==> src/rtl/registrador_deslocamento_param_pkg.sv <==
// Shared definitions for the parametrised storage/shift register.
//   - Command codes sampled on 'comando' together with 'inicio'.
//   - FSM state encoding. The encoding is one-hot in two bits, so any
//     other value is an unknown state that recovers to OCIOSO.
package registrador_deslocamento_param_pkg;

  localparam logic [2:0] CMD_HOLD   = 3'b000;
  localparam logic [2:0] CMD_LOAD   = 3'b001;
  localparam logic [2:0] CMD_SHL    = 3'b010;
  localparam logic [2:0] CMD_SHR    = 3'b011;
  localparam logic [2:0] CMD_ROL    = 3'b100;
  localparam logic [2:0] CMD_ROR    = 3'b101;
  localparam logic [2:0] CMD_CLEAR  = 3'b110;
  localparam logic [2:0] CMD_INVERT = 3'b111;

  localparam logic [1:0] OCIOSO     = 2'b01;
  localparam logic [1:0] DESLOCANDO = 2'b10;

  // True for the commands that run through the step logic.
  function automatic logic eh_deslocamento(input logic [2:0] cmd);
    return (cmd == CMD_SHL) || (cmd == CMD_SHR) ||
           (cmd == CMD_ROL) || (cmd == CMD_ROR);
  endfunction

endpackage

==> src/rtl/registrador_deslocamento_param_passo_deslocamento.sv <==
// passo_deslocamento: combinational single step of a shift/rotate.
// Ports:
//   i_valor   in  LARGURA  current register value
//   i_comando in  3        SHL/SHR/ROL/ROR; anything else passes i_valor through
//   i_serial  in  1        fill bit for SHL/SHR
//   o_valor   out LARGURA  value after one step
//   o_bit     out 1        bit shifted or rotated out (0 for non-shift codes)
module passo_deslocamento
  import registrador_deslocamento_param_pkg::*;
#(
  parameter int LARGURA = 8
) (
  input  logic [LARGURA-1:0] i_valor,
  input  logic [2:0]         i_comando,
  input  logic               i_serial,
  output logic [LARGURA-1:0] o_valor,
  output logic               o_bit
);

  always_comb begin
    o_valor = i_valor;
    o_bit   = 1'b0;
    case (i_comando)
      CMD_SHL: begin
        o_valor = {i_valor[LARGURA-2:0], i_serial};
        o_bit   = i_valor[LARGURA-1];
      end
      CMD_SHR: begin
        o_valor = {i_serial, i_valor[LARGURA-1:1]};
        o_bit   = i_valor[0];
      end
      CMD_ROL: begin
        o_valor = {i_valor[LARGURA-2:0], i_valor[LARGURA-1]};
        o_bit   = i_valor[LARGURA-1];
      end
      CMD_ROR: begin
        o_valor = {i_valor[0], i_valor[LARGURA-1:1]};
        o_bit   = i_valor[0];
      end
      default: begin
        o_valor = i_valor;
        o_bit   = 1'b0;
      end
    endcase
  end

endmodule

==> src/rtl/registrador_deslocamento_param.sv <==
// registrador_deslocamento_param: parametrised storage/shift register with
// parallel load, clear, invert and multi-step shift/rotate commands.
// Ports:
//   clock          in   1        rising-edge clock
//   reset          in   1        synchronous, active-low
//   inicio         in   1        command request (taken when ocupado=0)
//   comando        in   3        operation code
//   quantidade     in   CW       step count for shift/rotate
//   data           in   LARGURA  parallel load value
//   entrada_serial in   1        fill bit for SHL/SHR, sampled per step
//   saida          out  LARGURA  register contents
//   saida_negada   out  LARGURA  ~saida
//   saida_serial   out  1        last bit shifted/rotated out
//   ocupado        out  1        multi-step command in progress
//   concluido      out  1        one-cycle pulse when a command finishes
module registrador_deslocamento_param
  import registrador_deslocamento_param_pkg::*;
#(
  parameter int LARGURA = 8,
  parameter int CW      = $clog2(LARGURA) + 1
) (
  input  logic               clock,
  input  logic               reset,
  input  logic               inicio,
  input  logic [2:0]         comando,
  input  logic [CW-1:0]      quantidade,
  input  logic [LARGURA-1:0] data,
  input  logic               entrada_serial,
  output logic [LARGURA-1:0] saida,
  output logic [LARGURA-1:0] saida_negada,
  output logic               saida_serial,
  output logic               ocupado,
  output logic               concluido
);

  logic [LARGURA-1:0] r_saida;
  logic               r_serial;
  logic               r_concluido;
  logic [1:0]         r_estado;
  logic [CW-1:0]      r_contador;
  logic [2:0]         r_cmd;

  logic [2:0]         w_cmd_passo;
  logic [LARGURA-1:0] w_passo;
  logic               w_bit;

  // Step 1 uses the live command at the accept edge; later steps use the
  // command latched at accept so the inputs may change while busy.
  assign w_cmd_passo = (r_estado == DESLOCANDO) ? r_cmd : comando;

  passo_deslocamento #(.LARGURA(LARGURA)) u_passo (
    .i_valor   (r_saida),
    .i_comando (w_cmd_passo),
    .i_serial  (entrada_serial),
    .o_valor   (w_passo),
    .o_bit     (w_bit)
  );

  always_ff @(posedge clock) begin
    if (!reset) begin
      r_saida     <= '0;
      r_serial    <= 1'b0;
      r_concluido <= 1'b0;
      r_estado    <= OCIOSO;
      r_contador  <= '0;
      r_cmd       <= CMD_HOLD;
    end else begin
      r_concluido <= 1'b0;
      case (r_estado)
        OCIOSO: begin
          if (inicio) begin
            case (comando)
              CMD_LOAD:   begin r_saida <= data;     r_concluido <= 1'b1; end
              CMD_CLEAR:  begin r_saida <= '0;       r_concluido <= 1'b1; end
              CMD_INVERT: begin r_saida <= ~r_saida; r_concluido <= 1'b1; end
              CMD_SHL, CMD_SHR, CMD_ROL, CMD_ROR: begin
                if (quantidade == '0) begin
                  r_concluido <= 1'b1;
                end else begin
                  r_saida  <= w_passo;
                  r_serial <= w_bit;
                  if (quantidade == CW'(1)) begin
                    r_concluido <= 1'b1;
                  end else begin
                    r_estado   <= DESLOCANDO;
                    r_contador <= quantidade - CW'(1);
                    r_cmd      <= comando;
                  end
                end
              end
              default:    r_concluido <= 1'b1;  // HOLD
            endcase
          end
        end
        DESLOCANDO: begin
          // inicio is ignored here; only the latched command advances.
          r_saida    <= w_passo;
          r_serial   <= w_bit;
          r_contador <= r_contador - CW'(1);
          if (r_contador == CW'(1)) begin
            r_estado    <= OCIOSO;
            r_concluido <= 1'b1;
          end
        end
        default: r_estado <= OCIOSO;
      endcase
    end
  end

  assign saida        = r_saida;
  assign saida_negada = ~r_saida;
  assign saida_serial = r_serial;
  assign ocupado      = (r_estado == DESLOCANDO);
  assign concluido    = r_concluido;

endmodule
==> config.mk <==
export PLATFORM = sky130hd
export DESIGN_NAME = registrador_deslocamento_param
export DESIGN_NICKNAME = d
export VERILOG_FILES = /design/src/rtl/registrador_deslocamento_param_pkg.sv /design/src/rtl/registrador_deslocamento_param_passo_deslocamento.sv /design/src/rtl/registrador_deslocamento_param.sv
export SDC_FILE = /design/constraint.sdc
export NUM_CORES = 1
export LEC_CHECK = 0
export ABC_CLOCK_PERIOD_IN_PS = 2400
export CAP_MARGIN = 20
export CORE_UTILIZATION = 35
export DETAILED_ROUTE_END_ITERATION = 10
export SLEW_MARGIN = 20
export SYNTH_ARGS = -nofsm -noshare
export SYNTH_HDL_FRONTEND = slang
export SYNTH_SLANG_ARGS = --single-unit
export TNS_END_PERCENT = 20
==> constraint.sdc <==
create_clock -name clock -period 2.4 [get_ports clock]
set_input_delay 0.48 -clock clock [delete_from_list [all_inputs] [get_ports clock]]
set_output_delay 0.48 -clock clock [all_outputs]
set_load 0.02 [all_outputs]
==> reports/qor.csv <==
stage,metric,value,unit
power_and_ir_drop,Lkg Pwr,0.939,nW
cells_and_area,# diodes,0,
grt,antenna violations before repair,0,
synthesis,post-synthesis cell count,229,
worst_setup_path,CP Buf/Inv Count,2,
routing,First-pass DRT Iterations,4,
timing,Peak Freq,0.437,GHz
cells_and_area,synth-to-layout area growth,37.0,%
timing,post-route setup slack,0.111,ns
grt,met3 GRT Util,2.08,%
timing,final critical-path share of the clock period,95.4,%
placed_design,global placement routability congestion,0.891,
clock_tree,CTS HTree Levels,1,
timing,hold_ws,0.474,ns
worst_setup_path,R2R Path End,saida[7],
synthesis,post-synthesis sequential area ratio,22.1,%
synthesis,Syn Std Cell Area,1720,um2
timing,Final min period,2.29,ns
worst_setup_path,crit path DAT,2.49,ns
timing,"Slew Viols, Final",0,
worst_setup_path,R2R Setup Slk,0.35,ns
die,Starting Density,36.4,%
routing,routed len/inst,13.1,um
synthesis,synthesis-stage register bit count,19,
placed_design,pre-CTS WS,-0.225,ns
clock_tree,CTS Sinks,19,
grt,routing usage on met1,27.9,%
synthesis,"EDFF count, synth",0,
grt,GRT Util Overall,19.0,%
die,# IOs,38,
clock_tree,clock buffer depth,2,
die,DIE AREA,5190,um2
worst_setup_path,CP Max Fanout,6,
grt,largest net degree at the start of global routing,15,
worst_setup_path,critical-path cell list,clkdlybuf4s50_1 > inv_1 > ha_4 > and4bb_2 > a211oi_4 > o211ai_2 > or3_1 > nand3_1,
flow_run,max cap viols,0,
synthesis,Post-synth top flop,dfxtp_1,
timing,clock skew,0.00423,ns
worst_setup_path,Critical Path Sink Type,register,
grt,vias in the first global route,1640,
timing,actual slew at the worst max-slew pin,0.433,ns
synthesis,synth unique cells,49,
cells_and_area,share of cells above drive strength 1,16.7,%
worst_hold_path,type of the worst min-delay path,reg -> reg,
die,row cnt,25,
synthesis,Avg Inst Size Synth,7.50,um2
clock_tree,worst skew pair latency,0.26,ns
synthesis,Ys Warns,0,
worst_setup_path,Worst path slowest cell,clkdlybuf4s50_1,
die,Chip Width,72.1,um
timing,final setup vio count,0,
power_and_ir_drop,worst vdd ir,263,uV
timing,RSZ-0062 raised after global routing,false,
synthesis,Async SR Flop Fraction,0,%
routing,initial DRC count,94,
clock_tree,"CTS clk-pin slew, worst paths",0.08,ns
die,Core Area,4720,um2
clock_tree,root buffer cell,clkbuf_8,
run_status,status,"complete, no violations",
routing,Routed WL,4.64,mm
worst_hold_path,Min-Delay Startpoint,r_contador[3],
placed_design,Buffers on Ports,37,
clock_tree,CTS Buf Count,3,
grt,GRT met2 Usage,29.2,%
worst_setup_path,CP Class,in -> reg,
worst_hold_path,hold depth,2,
worst_setup_path,startpoint types,primary input,
clock_tree,# Post-CTS Setup Buffers,0,
routing,via count,1769,
timing,Relative slew margins,71.1,%
routing,remaining antenna violation count,0,
grt,grt total ovfl,0,
routing,Via-to-Cell Ratio,4.98,
worst_setup_path,CP max stage delay,0.47,ns
worst_setup_path,"Largest delay share family, worst path",simple AND/OR/NAND/NOR gates,
timing,Final Hold Fails,0,
grt,first-pass GRT wire length,7.82,mm
timing,setup TNS,0,ns
worst_setup_path,FF-to-FF Start,r_estado[0],
grt,GRT busiest layer,met2,
worst_setup_path,path depth of the worst reg2reg path,7,
routing,DRC Markers,0,
cells_and_area,fin nets,316,
die,Die H,72.1,um
clock_tree,CTS tree,yes,
synthesis,Mapped Nets,256,
worst_setup_path,worst path required time,2.60,ns
power_and_ir_drop,PD cells,444,nW/um2
worst_hold_path,Hold EP,r_contador[3],
placed_design,Final HPWL DP,3.56,mm
==> layer usage <==
metal	vias to the layer above	wire, um
met3	2	203
met5	-	0
li1	924	-
met2	48	2020
met4	0	35
met1	795	2380
==> synth_stat cells, types with 5 or more instances <==
library cell | number | area (um2)
nand2_1 | 23 | 86.3
inv_1 | 22 | 82.6
a21oi_1 | 21 | 105
nor2_1 | 20 | 75.1
dfxtp_1 | 19 | 380
o21ai_0 | 17 | 85.1
mux2i_1 | 11 | 110
nor3_1 | 10 | 50.1
ha_1 | 8 | 100
nand2b_1 | 8 | 50.1
or3_1 | 7 | 43.8
nand3_1 | 6 | 30.0
or2b_2 | 5 | 43.8
==> power by group <==
part           switching [mW]  internal (mW)
combinational           0.224          0.215
clock                   0.111          0.118
sequential             0.0354          0.342
total                   0.370          0.675
==> sequential cells by signal, indices dropped and copies added (netlist names) <==
name,flops
r_estado,2
r_contador,4
saida_serial,1
saida,8
r_cmd,3
concluido,1
==> placed cells by master, fill, tap and decap left out, types with 3 or more instances in the layout <==
cell,n
a21oi_1,21
buf_4,28
clkbuf_8,3
clkdlybuf4s50_1,37
dfxtp_1,19
ha_1,7
inv_1,22
mux2i_1,11
nand2_1,23
nand2b_1,8
nand3_1,6
nor2_1,20
nor3_1,10
o21ai_0,12
o21ai_1,5
o31ai_1,3
or2b_2,5
or3_1,7
xor2_1,3
==> layout make-up <==
class / count / area (um2)
multi-input cells: 178 / 1180
inverters: 22 / 82.6
fillers: 486 / 2370
flip-flops and latches: 19 / 380
clock buffers: 4 / 45.0
well taps: 67 / 83.8
repair buffers: 65 / 581
==> worst reg2reg max path, delay by kind of cell (launching register included) <==
kind	cells	cell delay (ns)
muxes	1	0.21
AOI/OAI and AO/OA	3	0.69
adders and majority gates	1	0.42
buffers and inverters	2	0.31
DFF	1	0.32
==> worst max path at each step <==
stage                       start       endpoint  slack, ns  cells past startpoint
floorplan              comando[2]  r_contador[0]       0.22                      9
global route        quantidade[1]  r_contador[0]       0.02                      8
detailed placement     comando[1]       saida[6]      -0.22                     10
CTS                    comando[1]       saida[6]       0.04                     10
global placement       comando[1]       saida[5]      -0.17                      8
finish                 comando[1]       saida[3]       0.11                      8
==> cell families after synthesis <==
kind of cell,Yosys count,share of synthesized area (%)
and+or+nand+nor,90,27.7
AOI/OAI and AO/OA,64,25.1
buffers and inverters,32,10.1
DFF,19,22.1
muxes,12,7.07
adders and majority gates,8,5.83
xor gates and xnor gates,4,2.04
==> per-stage QoR <==
| step | total power, mW | utilization, % | instances | instance area [um2] |
|---|---|---|---|---|
| after CTS | 1.05 | 49.5 | 355 | 2340 |
| after detailed placement | 0.815 | 48.5 | 351 | 2290 |
| after global placement | 0.813 | 48.5 | 351 | 2290 |
| after global routing | 1.12 | 49.8 | 355 | 2350 |
| final | 1.05 | 49.8 | 355 | 2350 |
| after floorplan | 0.632 | - | 229 | 1720 |
==> repair_timing <==
action | CTS | global route
hold buffers | 0 | 0
setup endpoints to repair | 0 | 8
resized for setup | 0 | 9
No activity file was read; power rests on OpenSTA's default activity.
